File: src/rtl/layers_mosi_dispatcher_pkg.sv
// Shared definitions for the layer MOSI dispatcher: FSM states and header constants.
package layers_pkg;

    typedef enum logic [2:0] {
        HDR_ID,
        HDR_LEN_H,
        HDR_LEN_L,
        PAYLOAD,
        DROP
    } layers_state_e;

    localparam logic [7:0]  LAYERS_BROADCAST_ID = 8'hFF;
    localparam int unsigned LAYERS_LEN_W        = 16;

endpackage

File: src/rtl/layers_mosi_dispatcher_if.sv
// Host command stream plus per-layer MOSI streams; slave is the dispatcher view.
interface layers_mosi_dispatcher_if #(
    parameter int unsigned LAYER_COUNT = 5
);
    logic [7:0]               cmd_s_axis_tdata;
    logic                     cmd_s_axis_tvalid;
    logic                     cmd_s_axis_tready;
    logic [LAYER_COUNT*8-1:0] layers_mosi_m_axis_tdata;
    logic [LAYER_COUNT-1:0]   layers_mosi_m_axis_tvalid;
    logic [LAYER_COUNT-1:0]   layers_mosi_m_axis_tlast;
    logic [LAYER_COUNT-1:0]   layers_mosi_m_axis_tready;

    modport slave (
        input  cmd_s_axis_tdata, cmd_s_axis_tvalid, layers_mosi_m_axis_tready,
        output cmd_s_axis_tready, layers_mosi_m_axis_tdata,
               layers_mosi_m_axis_tvalid, layers_mosi_m_axis_tlast
    );

    modport master (
        output cmd_s_axis_tdata, cmd_s_axis_tvalid, layers_mosi_m_axis_tready,
        input  cmd_s_axis_tready, layers_mosi_m_axis_tdata,
               layers_mosi_m_axis_tvalid, layers_mosi_m_axis_tlast
    );

endinterface

File: src/rtl/layers_mosi_bcast_slice.sv
// One-byte output register shared by all lanes; each lane keeps its own pending bit.
module layers_mosi_bcast_slice #(
    parameter int unsigned LAYER_COUNT = 5
) (
    input  logic                   clk_core,
    input  logic                   clk_core_resn,
    input  logic                   load,
    input  logic [7:0]             load_data,
    input  logic                   load_last,
    input  logic [LAYER_COUNT-1:0] load_mask,
    input  logic [LAYER_COUNT-1:0] lane_ready,
    output logic [LAYER_COUNT-1:0] pending,
    output logic [7:0]             data,
    output logic                   last,
    output logic                   can_load
);

    logic [LAYER_COUNT-1:0] pending_q;
    logic [7:0]             data_q;
    logic                   tlast_q;

    // Loading is allowed in the same cycle the final outstanding lane handshakes.
    assign can_load = ((pending_q & ~lane_ready) == '0);

    always_ff @(posedge clk_core) begin
        if (!clk_core_resn) begin
            pending_q <= '0;
            data_q    <= '0;
            tlast_q   <= 1'b0;
        end else if (load) begin
            pending_q <= load_mask;
            data_q    <= load_data;
            tlast_q   <= load_last;
        end else begin
            pending_q <= pending_q & ~lane_ready;
        end
    end

    assign pending = pending_q;
    assign data    = data_q;
    assign last    = tlast_q;

endmodule

File: src/rtl/layers_mosi_dispatcher.sv
// Parses ID/LEN-framed host commands and fans payload bytes out to one or all layers.
import layers_pkg::*;

module layers_mosi_dispatcher #(
    parameter int unsigned LAYER_COUNT = 5
) (
    input  logic                      clk_core,
    input  logic                      clk_core_resn,
    layers_mosi_dispatcher_if.slave   bus,
    output logic                      status_busy,
    output logic [15:0]               stat_drop_count
);

    layers_state_e             state_q, state_d;
    logic [LAYER_COUNT-1:0]    mask_q, id_mask, pending;
    logic [7:0]                len_h_q, slice_data;
    logic [LAYERS_LEN_W-1:0]   remaining_q, hdr_len;
    logic [15:0]               drop_count_q;
    logic                      cmd_ready, accept, slice_load, slice_ready, slice_last, last_byte;

    always_comb begin
        id_mask = '0;
        for (int unsigned i = 0; i < LAYER_COUNT; i++) begin
            id_mask[i] = (bus.cmd_s_axis_tdata == i[7:0]);
        end
        if (bus.cmd_s_axis_tdata == LAYERS_BROADCAST_ID) begin
            id_mask = '1;
        end
    end

    assign hdr_len   = {len_h_q, bus.cmd_s_axis_tdata};
    assign last_byte = (remaining_q == 16'd1);
    assign accept    = cmd_ready && bus.cmd_s_axis_tvalid;

    always_ff @(posedge clk_core) begin
        if (!clk_core_resn) begin
            state_q <= HDR_ID;
        end else begin
            state_q <= state_d;
        end
    end

    always_comb begin
        state_d    = state_q;
        cmd_ready  = 1'b0;
        slice_load = 1'b0;
        unique case (state_q)
            HDR_ID: begin
                cmd_ready = 1'b1;
                if (bus.cmd_s_axis_tvalid) state_d = HDR_LEN_H;
            end
            HDR_LEN_H: begin
                cmd_ready = 1'b1;
                if (bus.cmd_s_axis_tvalid) state_d = HDR_LEN_L;
            end
            HDR_LEN_L: begin
                cmd_ready = 1'b1;
                if (bus.cmd_s_axis_tvalid) begin
                    if (hdr_len == '0)       state_d = HDR_ID;
                    else if (mask_q == '0)   state_d = DROP;
                    else                     state_d = PAYLOAD;
                end
            end
            PAYLOAD: begin
                cmd_ready = slice_ready;
                if (bus.cmd_s_axis_tvalid && slice_ready) begin
                    slice_load = 1'b1;
                    if (last_byte) state_d = HDR_ID;
                end
            end
            DROP: begin
                cmd_ready = 1'b1;
                if (bus.cmd_s_axis_tvalid && last_byte) state_d = HDR_ID;
            end
            default: state_d = HDR_ID;
        endcase
        // Hold off the host for the whole reset cycle so nothing is taken as byte0 early.
        if (!clk_core_resn) begin
            cmd_ready  = 1'b0;
            slice_load = 1'b0;
        end
    end

    always_ff @(posedge clk_core) begin
        if (!clk_core_resn) begin
            mask_q       <= '0;
            len_h_q      <= '0;
            remaining_q  <= '0;
            drop_count_q <= '0;
        end else if (accept) begin
            case (state_q)
                HDR_ID:    mask_q  <= id_mask;
                HDR_LEN_H: len_h_q <= bus.cmd_s_axis_tdata;
                HDR_LEN_L: begin
                    remaining_q <= hdr_len;
                    if (hdr_len != '0 && mask_q == '0 && drop_count_q != 16'hFFFF) begin
                        drop_count_q <= drop_count_q + 16'd1;
                    end
                end
                PAYLOAD, DROP: remaining_q <= remaining_q - 16'd1;
                default: ;
            endcase
        end
    end

    layers_mosi_bcast_slice #(
        .LAYER_COUNT (LAYER_COUNT)
    ) u_slice (
        .clk_core      (clk_core),
        .clk_core_resn (clk_core_resn),
        .load          (slice_load),
        .load_data     (bus.cmd_s_axis_tdata),
        .load_last     (last_byte),
        .load_mask     (mask_q),
        .lane_ready    (bus.layers_mosi_m_axis_tready),
        .pending       (pending),
        .data          (slice_data),
        .last          (slice_last),
        .can_load      (slice_ready)
    );

    assign bus.cmd_s_axis_tready         = cmd_ready;
    assign bus.layers_mosi_m_axis_tvalid = pending;
    assign bus.layers_mosi_m_axis_tdata  = {LAYER_COUNT{slice_data}};
    assign bus.layers_mosi_m_axis_tlast  = {LAYER_COUNT{slice_last}};
    assign status_busy                   = (state_q != HDR_ID) || (pending != '0);
    assign stat_drop_count               = drop_count_q;

endmodule

File: src/flat_wrapper.sv
// flat-port wrapper written by rule: the top's interface ports become plain ports
module layers_mosi_dispatcher_flat 
#(
    parameter int unsigned LAYER_COUNT = 5
)
  (clk_core, clk_core_resn, status_busy, stat_drop_count, bus_cmd_s_axis_tdata, bus_cmd_s_axis_tvalid, bus_layers_mosi_m_axis_tready, bus_cmd_s_axis_tready, bus_layers_mosi_m_axis_tdata, bus_layers_mosi_m_axis_tvalid, bus_layers_mosi_m_axis_tlast);
  layers_mosi_dispatcher_if #(.LAYER_COUNT(LAYER_COUNT)) bus_i ();
  input  logic clk_core;
  input  logic clk_core_resn;
  output logic status_busy;
  output logic [15:0] stat_drop_count;
  input wire logic [$bits(bus_i.cmd_s_axis_tdata)-1:0] bus_cmd_s_axis_tdata;
  input wire logic [$bits(bus_i.cmd_s_axis_tvalid)-1:0] bus_cmd_s_axis_tvalid;
  input wire logic [$bits(bus_i.layers_mosi_m_axis_tready)-1:0] bus_layers_mosi_m_axis_tready;
  output wire logic [$bits(bus_i.cmd_s_axis_tready)-1:0] bus_cmd_s_axis_tready;
  output wire logic [$bits(bus_i.layers_mosi_m_axis_tdata)-1:0] bus_layers_mosi_m_axis_tdata;
  output wire logic [$bits(bus_i.layers_mosi_m_axis_tvalid)-1:0] bus_layers_mosi_m_axis_tvalid;
  output wire logic [$bits(bus_i.layers_mosi_m_axis_tlast)-1:0] bus_layers_mosi_m_axis_tlast;
  assign bus_i.cmd_s_axis_tdata = bus_cmd_s_axis_tdata;
  assign bus_i.cmd_s_axis_tvalid = bus_cmd_s_axis_tvalid;
  assign bus_i.layers_mosi_m_axis_tready = bus_layers_mosi_m_axis_tready;
  assign bus_cmd_s_axis_tready = bus_i.cmd_s_axis_tready;
  assign bus_layers_mosi_m_axis_tdata = bus_i.layers_mosi_m_axis_tdata;
  assign bus_layers_mosi_m_axis_tvalid = bus_i.layers_mosi_m_axis_tvalid;
  assign bus_layers_mosi_m_axis_tlast = bus_i.layers_mosi_m_axis_tlast;
  layers_mosi_dispatcher #(.LAYER_COUNT(LAYER_COUNT)) u_core (.clk_core(clk_core), .clk_core_resn(clk_core_resn), .bus(bus_i), .status_busy(status_busy), .stat_drop_count(stat_drop_count));
endmodule
File: config.mk
export PLATFORM = sky130hd
export DESIGN_NAME = layers_mosi_dispatcher_flat
export DESIGN_NICKNAME = d
export VERILOG_FILES = /design/src/rtl/layers_mosi_dispatcher_pkg.sv /design/src/rtl/layers_mosi_dispatcher_if.sv /design/src/rtl/layers_mosi_bcast_slice.sv /design/src/rtl/layers_mosi_dispatcher.sv /design/src/flat_wrapper.sv
export SDC_FILE = /design/constraint.sdc
export NUM_CORES = 1
export LEC_CHECK = 0
export CAP_MARGIN = 30
export CORE_ASPECT_RATIO = 0.8
export CORE_MARGIN = 2
export CORE_UTILIZATION = 50
export DETAILED_ROUTE_END_ITERATION = 10
export PLACE_DENSITY = 0.8
export SKIP_CTS_REPAIR_TIMING = 1
export SYNTH_ARGS = -nofsm -noshare
export SYNTH_HDL_FRONTEND = slang
export SYNTH_SLANG_ARGS = --single-unit
File: constraint.sdc
create_clock -name clk_core -period 6.3 [get_ports clk_core]
set_input_delay 1.26 -clock clk_core [delete_from_list [all_inputs] [get_ports clk_core]]
set_output_delay 1.26 -clock clk_core [all_outputs]
set_load 0.01 [all_outputs]
# Word level (Yosys, flattened, before mapping)
# Cells that the tools add are included.
dict set report op_classes {
  bitwise 2
  addsub 2
  eq_ne 17
  reduce_logical 22
  muxes 17
}
# op n
set ops {}
lappend ops {{one-hot mux 16 bit (2 select lines)} 1}
lappend ops {{two-way mux 3 bit} 8}
lappend ops {{adder 16 x 1 -> 16 bit, second input constant} 1}
lappend ops {{equality test 16 x 1 -> 1 bit, second input constant} 1}
lappend ops {{equality test 8 x 2 -> 1 bit, second input constant} 2}
lappend ops {{logical NOT 16 bit} 1}
lappend ops {{inequality test 16 bit, second input constant} 1}
lappend ops {{nonzero test 16 bit} 1}
lappend ops {{subtractor 16 x 1 -> 16 bit, second input constant} 1}
lappend ops {{one-hot mux 3 bit (5 select lines)} 1}
lappend ops {{logical NOT 5 bit} 2}
lappend ops {{two-way mux 5 bit} 2}
lappend ops {{equality test 8 x 1 -> 1 bit, second input constant} 1}
lappend ops {{equality test 8 x 3 -> 1 bit, second input constant} 1}
lappend ops {{equality test 8 bit, second input constant} 1}
lappend ops {{logical NOT 8 bit} 1}
lappend ops {{equality test 3 x 2 -> 1 bit, second input constant} 2}
lappend ops {{inequality test 2 x 1 -> 1 bit, second input constant} 3}
lappend ops {{inequality test 2 bit, second input constant} 3}
lappend ops {{AND reduction 2 bit} 3}
lappend ops {{AND reduction 6 bit} 1}
lappend ops {{bitwise AND 5 bit} 1}
lappend ops {{logical AND 1 bit} 5}
lappend ops {{inverter 5 bit} 1}
lappend ops {{12 further kinds} 15}
dict set report totals {
  elab_cells 68
  regBits 62
  in_bits 16
  output_inout_bits 68
}

# Depth between registers and ports, before layout
# Gate-level depths: netlist of the first run.
dict set report depth {
  word_depth 8
  mapped_depth 8
  depth_no_buf 7
}

# Cells and area by module
# A second synthesis of the first run with hierarchy kept.
dict set report hier_totals {
  hier_cells 430
  area_unflattened_um2 3500.9
}
# mod cells_per_inst area_per_inst_um2 seq_area_each_um2 instances
set modules_own_cells {}
lappend modules_own_cells {layers_mosi_dispatcher 373 2920.3 960.9 1}
lappend modules_own_cells {layers_mosi_bcast_slice 57 580.6 280.3 1}

# Worst setup path after synthesis of the first run
# Ideal clock, no wire load.
dict set report synth_timing {
  path_kind {input to output}
  start {input port bus_layers_mosi_m_axis_tready[4]}
  end {output port bus_cmd_s_axis_tready}
  required_ns 5.040
  cell_stages 5
  arrival_ns 2.298
  path_slack_ns 2.742
  n_path_buf 0
  cell_sequence {nor2b_1 > nor3_1 > nand2_1 > a21o_1 > a221oi_1}
}
dict set report synth_between {
  elab_chain_len 5
}
# element line_no
set synth_rtl {}
lappend synth_rtl {{start, declared} flat_wrapper.sv:14} ;# input wire logic [$bits(bus_i.layers_mosi_m_axis_tready)-1:0] bus_layers_mosi_m_axis_tready;
lappend synth_rtl {{inverter 5 bit} layers_mosi_bcast_slice.sv:23} ;# assign can_load = ((pending_q & ~lane_ready) == '0);
lappend synth_rtl {{bitwise AND 5 bit} layers_mosi_bcast_slice.sv:23}
lappend synth_rtl {{logical NOT 5 bit} layers_mosi_bcast_slice.sv:23}
lappend synth_rtl {{one-hot mux 1 bit (2 select lines)} layers_mosi_dispatcher.sv:47} ;# unique case (state_q)
lappend synth_rtl {{two-way mux 1 bit} layers_mosi_dispatcher.sv:78} ;# if (!clk_core_resn) begin
lappend synth_rtl {{end, declared} flat_wrapper.sv:15} ;# output wire logic [$bits(bus_i.cmd_s_axis_tready)-1:0] bus_cmd_s_axis_tready;
# Every way passes these cells.

# Worst setup path in the final report of the first run
# Ends and elaborated chain as after synthesis.

==> results of run 1 <==
[metal layers]
metal	GRT usage, %	part of all wire (%)	wire (um)
met5	0	0	0
met4	8.59	1.4	117
met3	7.09	6.1	520
met2	35.2	46	3900
met1	30.5	46	3920
[final timing paths]
| path | to | startpoint | slack (ns) | depth (start not counted) |
|---|---|---|---|---|
| setup / recovery | bus_cmd_s_axis_tready | bus_layers_mosi_m_axis_tready[4] | 1.58 | 7 |
| hold / removal | u_core.remaining_q[11] | u_core.remaining_q[11] | 0.46 | 2 |
| setup reg to reg | u_core.stat_drop_count[11] | u_core.mask_q[0] | 3.82 | 5 |
| hold reg to reg | u_core.remaining_q[11] | u_core.remaining_q[11] | 0.46 | 2 |
[placed cells by master, fill, tap and decap left out, drive strengths merged, types with 7 or more instances in the layout]
cell            n
clkdlybuf4s50  83
dfxtp          62
nand2          46
nor2           36
o21ai          27
a21oi          19
nand3          18
mux2i          12
clkbuf         12
nor4           12
nor3           11
inv            10
nand4          10
a31oi          10
o21a            7
o211ai          7
[flip-flops by register name, indices dropped and copies added (netlist names)]
signal	count
u_core.u_slice.last	1
u_core.len_h_q	8
u_core.u_slice.pending	5
u_core.remaining_q	16
u_core.state_q	3
u_core.u_slice.data	8
u_core.mask_q	5
u_core.stat_drop_count	16
[per-stage QoR]
| stage | std cells | hold WS, ns | power [uW] | util (%) |
|---|---|---|---|---|
| 3_3_place_gp | 537 | 0.448 | 551 | 61.9 |
| 5_1_grt | 553 | 0.488 | 972 | 65.2 |
| 6_report | 553 | 0.459 | 933 | 65.2 |
| 2_1_floorplan | 423 | 0.430 | 511 | - |
| 4_1_cts | 553 | 0.461 | 935 | 65.2 |
| 3_5_place_dp | 537 | 0.452 | 554 | 61.9 |
[critical path, delay by kind of cell]
| family | cells | cell delay [ns] |
|---|---|---|
| and+or+nand+nor | 3 | 0.66 |
| AOI/OAI and AO/OA | 2 | 0.48 |
| buffers and inverters | 2 | 1.06 |
[power groups by stage]
stage | clock network (uW) | logic [uW] | registers (uW)
finish | 384 | 133 | 416
global route | 408 | 146 | 418
CTS | 389 | 131 | 416
detailed placement | 0 | 130 | 424
global placement | 0 | 127 | 424
floorplan | 0 | 91.2 | 419
[logic make-up (layout without fill, tap and decap cells)]
kind of cell | count (synthesis) | in the layout | synth area share, %
xor gates and xnor gates | 2 | 2 | 0.514
DFF | 62 | 62 | 36.4
adders and majority gates | 3 | 3 | 1.10
buffers and inverters | 68 | 114 | 11.6
AOI/OAI and AO/OA | 108 | 108 | 21.1
and+or+nand+nor | 167 | 167 | 25.4
muxes | 13 | 13 | 3.85
[layout make-up]
cell class	count	area share, %
multi-input combinational	293	41.8
tap	84	2.48
timing repair buffer	88	20.5
clock buffer	12	3.42
sequential	62	29.3
clock inverter	4	1.65
inverter	10	0.885
==> impl_results.md, run 1 <==
* Status: completed
* Clock tree from TritonCTS: built
* Yosys Warn Count at 0
* Nets at 483
* Cell taking the most area after synthesis: dfxtp_1
* CTS clk-pin slew, worst paths at 0.06 ns
* Least-Margin Pin Slew at 0.781 ns
* First-pass GRT wire length at 13600 um
* Remaining routing DRC violations at 0
* Final setup margin at 1.58 ns
* Multi-input gate area at 1770 sq um
* RSZ-0062 raised after global routing: false
* Starting Density at between 50% and 60%
* Post-route design area at 4240 sq um
* Seq/Total Area, Yosys at 36.4%
* Most used cell, CP: clkdlybuf4s50_1
* Fin crit period at 4.72 ns
* Gate power share at approximately 14%
* Placement Cell Area at 4030 sq um
* Crit-path cells: clkdlybuf4s50_1 -> nor2b_1 -> nor3_1 -> nand2_1 -> a21o_1 -> a221oi_1 -> clkdlybuf4s50_1
* Setup_tns at 0 ns
* DR vias/cell at between 5 and 6
* PortBufs at just over 80
* FFs w/ async S/R, synth at 0%
* Slew margin rel. at a little under half
* Commonest cells in the netlist: dfxtp_1 (62), nand2_1 (46), buf_4 (37), nor2_1 (36), o21ai_0 (27)
* Vias in the first global route at just under 3000
* DP HPWL at 6050 um
* Chip height at between 70 and 80 um
* # fillers at 558
* Drt pass-1 iters at 5
* H-tree depth at 3
* Avg Cell Area, Syn at 8.06 sq um
* Rows at 26
* Max-Cap Viols at 0
* Starting DRT DRC Count at 207
* HP Class: reg2reg
* Worst path arrival time at 3.46 ns
* Net Count, Synth at 442
* CP Max Fanout at 5
* Synth cell types at 55
* Routed Antenna Nets at 0
* Io pins at 84
* Critical path class: in2out
* Slowest cell on crit path: clkdlybuf4s50_1
* Register area at 1240 sq um
* Place WS at ~1.6 ns
* CP endpoint kind: output port
* #FFs+latches synth at 62
* Largest net degree at the start of global routing at 43
* Ant diodes at 0
* Switching power total at between 200 and 250 uW
* Layout Skew at 0.0142 ns
* Max rail drop VDD at between 0.1 and 0.15 mV
* Largest cells by area after synthesis: dfxtp_1 (36%), buf_4 (8.1%), nand2_1 (5.1%)
* Post-synthesis instance total at 423
* Internal at 688 uW
* Worst Path Required at approximately 5 ns
* Final Hold Viols at 0
* Cell with the most instances after synthesis: dfxtp_1
* Reg power frac at between 40% and 50%
* Num CTS Buffers at 9
* Clock Power Share at 41.1%
* Fin crit share at ~75%
* PwrDens at about 220 nW/um^2
* Total track usage at 23.1%
* Fmax at between 200 and 250 MHz
* Critical path's largest stage delay at ~0.6 ns
* WL per Instance at 15.3 um
* Chip width at 96.3 um
* Leakage at 0.00143 uW
* Clock sinks at 62
* Layout Area Growth over Synthesis at 24.3%
* Root buf cell: clkbuf_8
* Routed vias at 3245
* RePlAce Congestion at between 0.8 and 0.9
* CP startpoint kind: input pin
* Sw Ratio at 26.3%
* Layout cells sized above 1 at between 5 and 6%
* Setup violators final at 0
* Clock buffer depth at 2
* Post-Route WL at 8460 um
* Core area at 6510 sq um
* Initial antenna violation count at 0
* Post-synth EDFFs at 0
* Synthesized area at 3410 sq um
* Most used DFF post-synth: dfxtp_1
* Die area at about 7500 sq um
* Global route overflow at 0
* Slew Limit Fails at 0
* Clk_lat worst skew at 0.35 ns
* Synth top area share at 36.4%
Note: power is estimated with default switching activity, not from simulation.
==> inputs of run 2 (changes only) <==
Clock period 6.3 ns to 4.57 ns, I/O delays scaled along.
==> impl_results.md, run 2 (synthesis results as in run 1) <==
* Initial antenna violation count at 0 (unchanged)
* Leakage at 0.00144 uW (+0.63%)
* Slowest cell on crit path: clkdlybuf4s50_1
* Starting Density at 52.4% (unchanged)
* Starting DRT DRC Count at 199 (-3.9%)
* Setup violators final at 0 (unchanged)
* Max rail drop VDD at 0.188 mV (+29%)
* CP startpoint kind: input pin
* Crit path max-delay family: buffers and inverters
* Most frequent cells in the layout: clkdlybuf4s50_1 (83), dfxtp_1 (62), nand2_1 (46)
* PortBufs at 83 (unchanged)
* Reg power frac at 42.7% (-1.9 points)
* Internal at 1000 uW (+46%)
* Remaining routing DRC violations at 0 (unchanged)
* Num CTS Buffers at 9 (unchanged)
* Chip width at 96.3 um (unchanged)
* PwrDens at 315 nW/um^2 (+43%)
* Drt pass-1 iters at 5 (unchanged)
* Status: completed
* Routed Antenna Nets at 0 (unchanged)
* Layout Skew at 0.00755 ns (-0.00661 ns)
* Core area at 6510 sq um (unchanged)
* WL per Instance at 15.7 um (+2.6%)
* Clk_lat worst skew at 0.35 ns (about the same)
* CP Max Fanout at 5 (unchanged)
* H-tree depth at 3 (unchanged)
* Most used cell, CP: clkdlybuf4s50_1
* Non-filler cells in the finished layout at 552 (-0.18%)
* Routed vias at 3295 (+1.5%)
* Most common cell after layout, fill and taps aside: clkdlybuf4s50_1
* DP HPWL at 6050 um (about the same)
* Worst Path Required at 3.66 ns (-1.38 ns)
* DR vias/cell at 5.97 (+1.7%)
* Place WS at 0.618 ns (-0.968 ns)
* Max-Cap Viols at 0 (unchanged)
* Layout cells sized above 1 at 5.98% (+0.013 points)
* Placed Cells at 537 (unchanged)
* Io pins at 84 (unchanged)
* First-pass GRT wire length at 14300 um (+4.8%)
* Least-Margin Pin Slew at 0.690 ns (-0.0915 ns)
* CTS clk-pin slew, worst paths at 0.06 ns (about the same)
* RSZ-0062 raised after global routing: false
* Vias in the first global route at 3073 (+5.1%)
* Largest net degree at the start of global routing at 42 (-2.3%)
* Chip height at 77.9 um (unchanged)
* Fin crit share at 86.7%
* Worst Path Buf+Inv at 2 (unchanged)
* Critical path's largest stage delay at 0.59 ns (about the same)
* Final Hold Viols at 0 (unchanged)
* Clock Power Share at 43.5% (+2.4 points)
* Post-Route WL at 8660 um (+2.4%)
* Fmax at 252 MHz
* Setup_tns at 0 ns (unchanged)
* Rows at 26 (unchanged)
* Ant diodes at 0 (unchanged)
* Total track usage at 24.1% (+1.0 points)
* Gate power share at 13.7% (-0.5 points)
* Sw Ratio at 25.5% (-0.78 points)
* Switching power total at 342 uW (+40%)
* Hold Slack at 0.479 ns (+0.0198 ns)
* Final setup margin at 0.608 ns (-0.972 ns)
* Layout Area Growth over Synthesis at 24.9%
* Nets at 483 (unchanged)
* Root buf cell: clkbuf_8
* Global route overflow at 0 (unchanged)
* Crit-path cells: clkdlybuf4s50_1 -> nor2b_1 -> nor3_1 -> nand2_1 -> a21o_1 -> a221oi_1 -> clkdlybuf4s50_1
* RePlAce Congestion at 0.861 (+2.9%)
* Worst path arrival time at 3.05 ns (-0.41 ns)
* Critical path class: in2out
* Slew Limit Fails at 0 (unchanged)
* Clock sinks at 62 (unchanged)
* Clock buffer depth at 2 (unchanged)
* Clock tree from TritonCTS: built
* Slew margin rel. at 53.7% (+6.1 points)
* Fin crit period at 3.96 ns
* Die area at 7500 sq um (unchanged)
* # fillers at 546 (-2.2%)
* HP Class: reg2reg
* CP endpoint kind: output port
==> run 2: power by group through the flow <==
stage / clock (uW) / combinational, uW / sequential, uW
finish: 585 / 184 / 574
global route: 622 / 202 / 576
CTS: 593 / 181 / 573
detailed placement: 0 / 180 / 585
global placement: 0 / 176 / 584
floorplan: 0 / 126 / 578
==> run 2: layer usage <==
| layer | wire length [um] | share of wire [%] | vias up | track usage [%] |
|---|---|---|---|---|
| met5 | 0 | 0 | - | 0 |
| met4 | 149 | 1.7 | 0 | 9.58 |
| met3 | 644 | 7.4 | 13 | 6.99 |
| met2 | 4030 | 47 | 137 | 37.6 |
| met1 | 3840 | 44 | 1544 | 31.2 |
| li1 | - | - | 1601 | - |
==> run 2: layout make-up <==
class                   instances  area [sq um]  share of cell area, %
clock buffers                  11           141                   3.32
clock inverters                 4          95.1                   2.23
inverters                      10          37.5                  0.881
multi-input cells             293          1770                   41.6
flip-flops and latches         62          1240                   29.1
well taps                      84           105                   2.47
repair buffers                 88           868                   20.4
==> run 2: metrics by stage <==
step                      cell area (sq um)  power [uW]  utilization [%]
final                                  4260        1340             65.5
after global routing                   4260        1400             65.5
after CTS                              4260        1350             65.5
after detailed placement               4030         765             61.9
after global placement                 4030         760             61.9
after floorplan                        3410         704                -
==> run 2: worst min-delay path, stage by stage, from the launching register on <==
cell     delay, ns
dfxtp_1       0.32
nand2_1       0.06
a21oi_1       0.05
==> run 2: path summary, 6_finish.rpt <==
| path | from | end | slack [ns] | depth (start not counted) |
|---|---|---|---|---|
| setup / recovery | bus_layers_mosi_m_axis_tready[4] | bus_cmd_s_axis_tready | 0.61 | 7 |
| hold / removal | u_core.mask_q[0] | u_core.mask_q[0] | 0.48 | 2 |
| setup reg to reg | u_core.stat_drop_count[0] | u_core.stat_drop_count[1] | 2.13 | 6 |
| hold reg to reg | u_core.mask_q[0] | u_core.mask_q[0] | 0.48 | 2 |
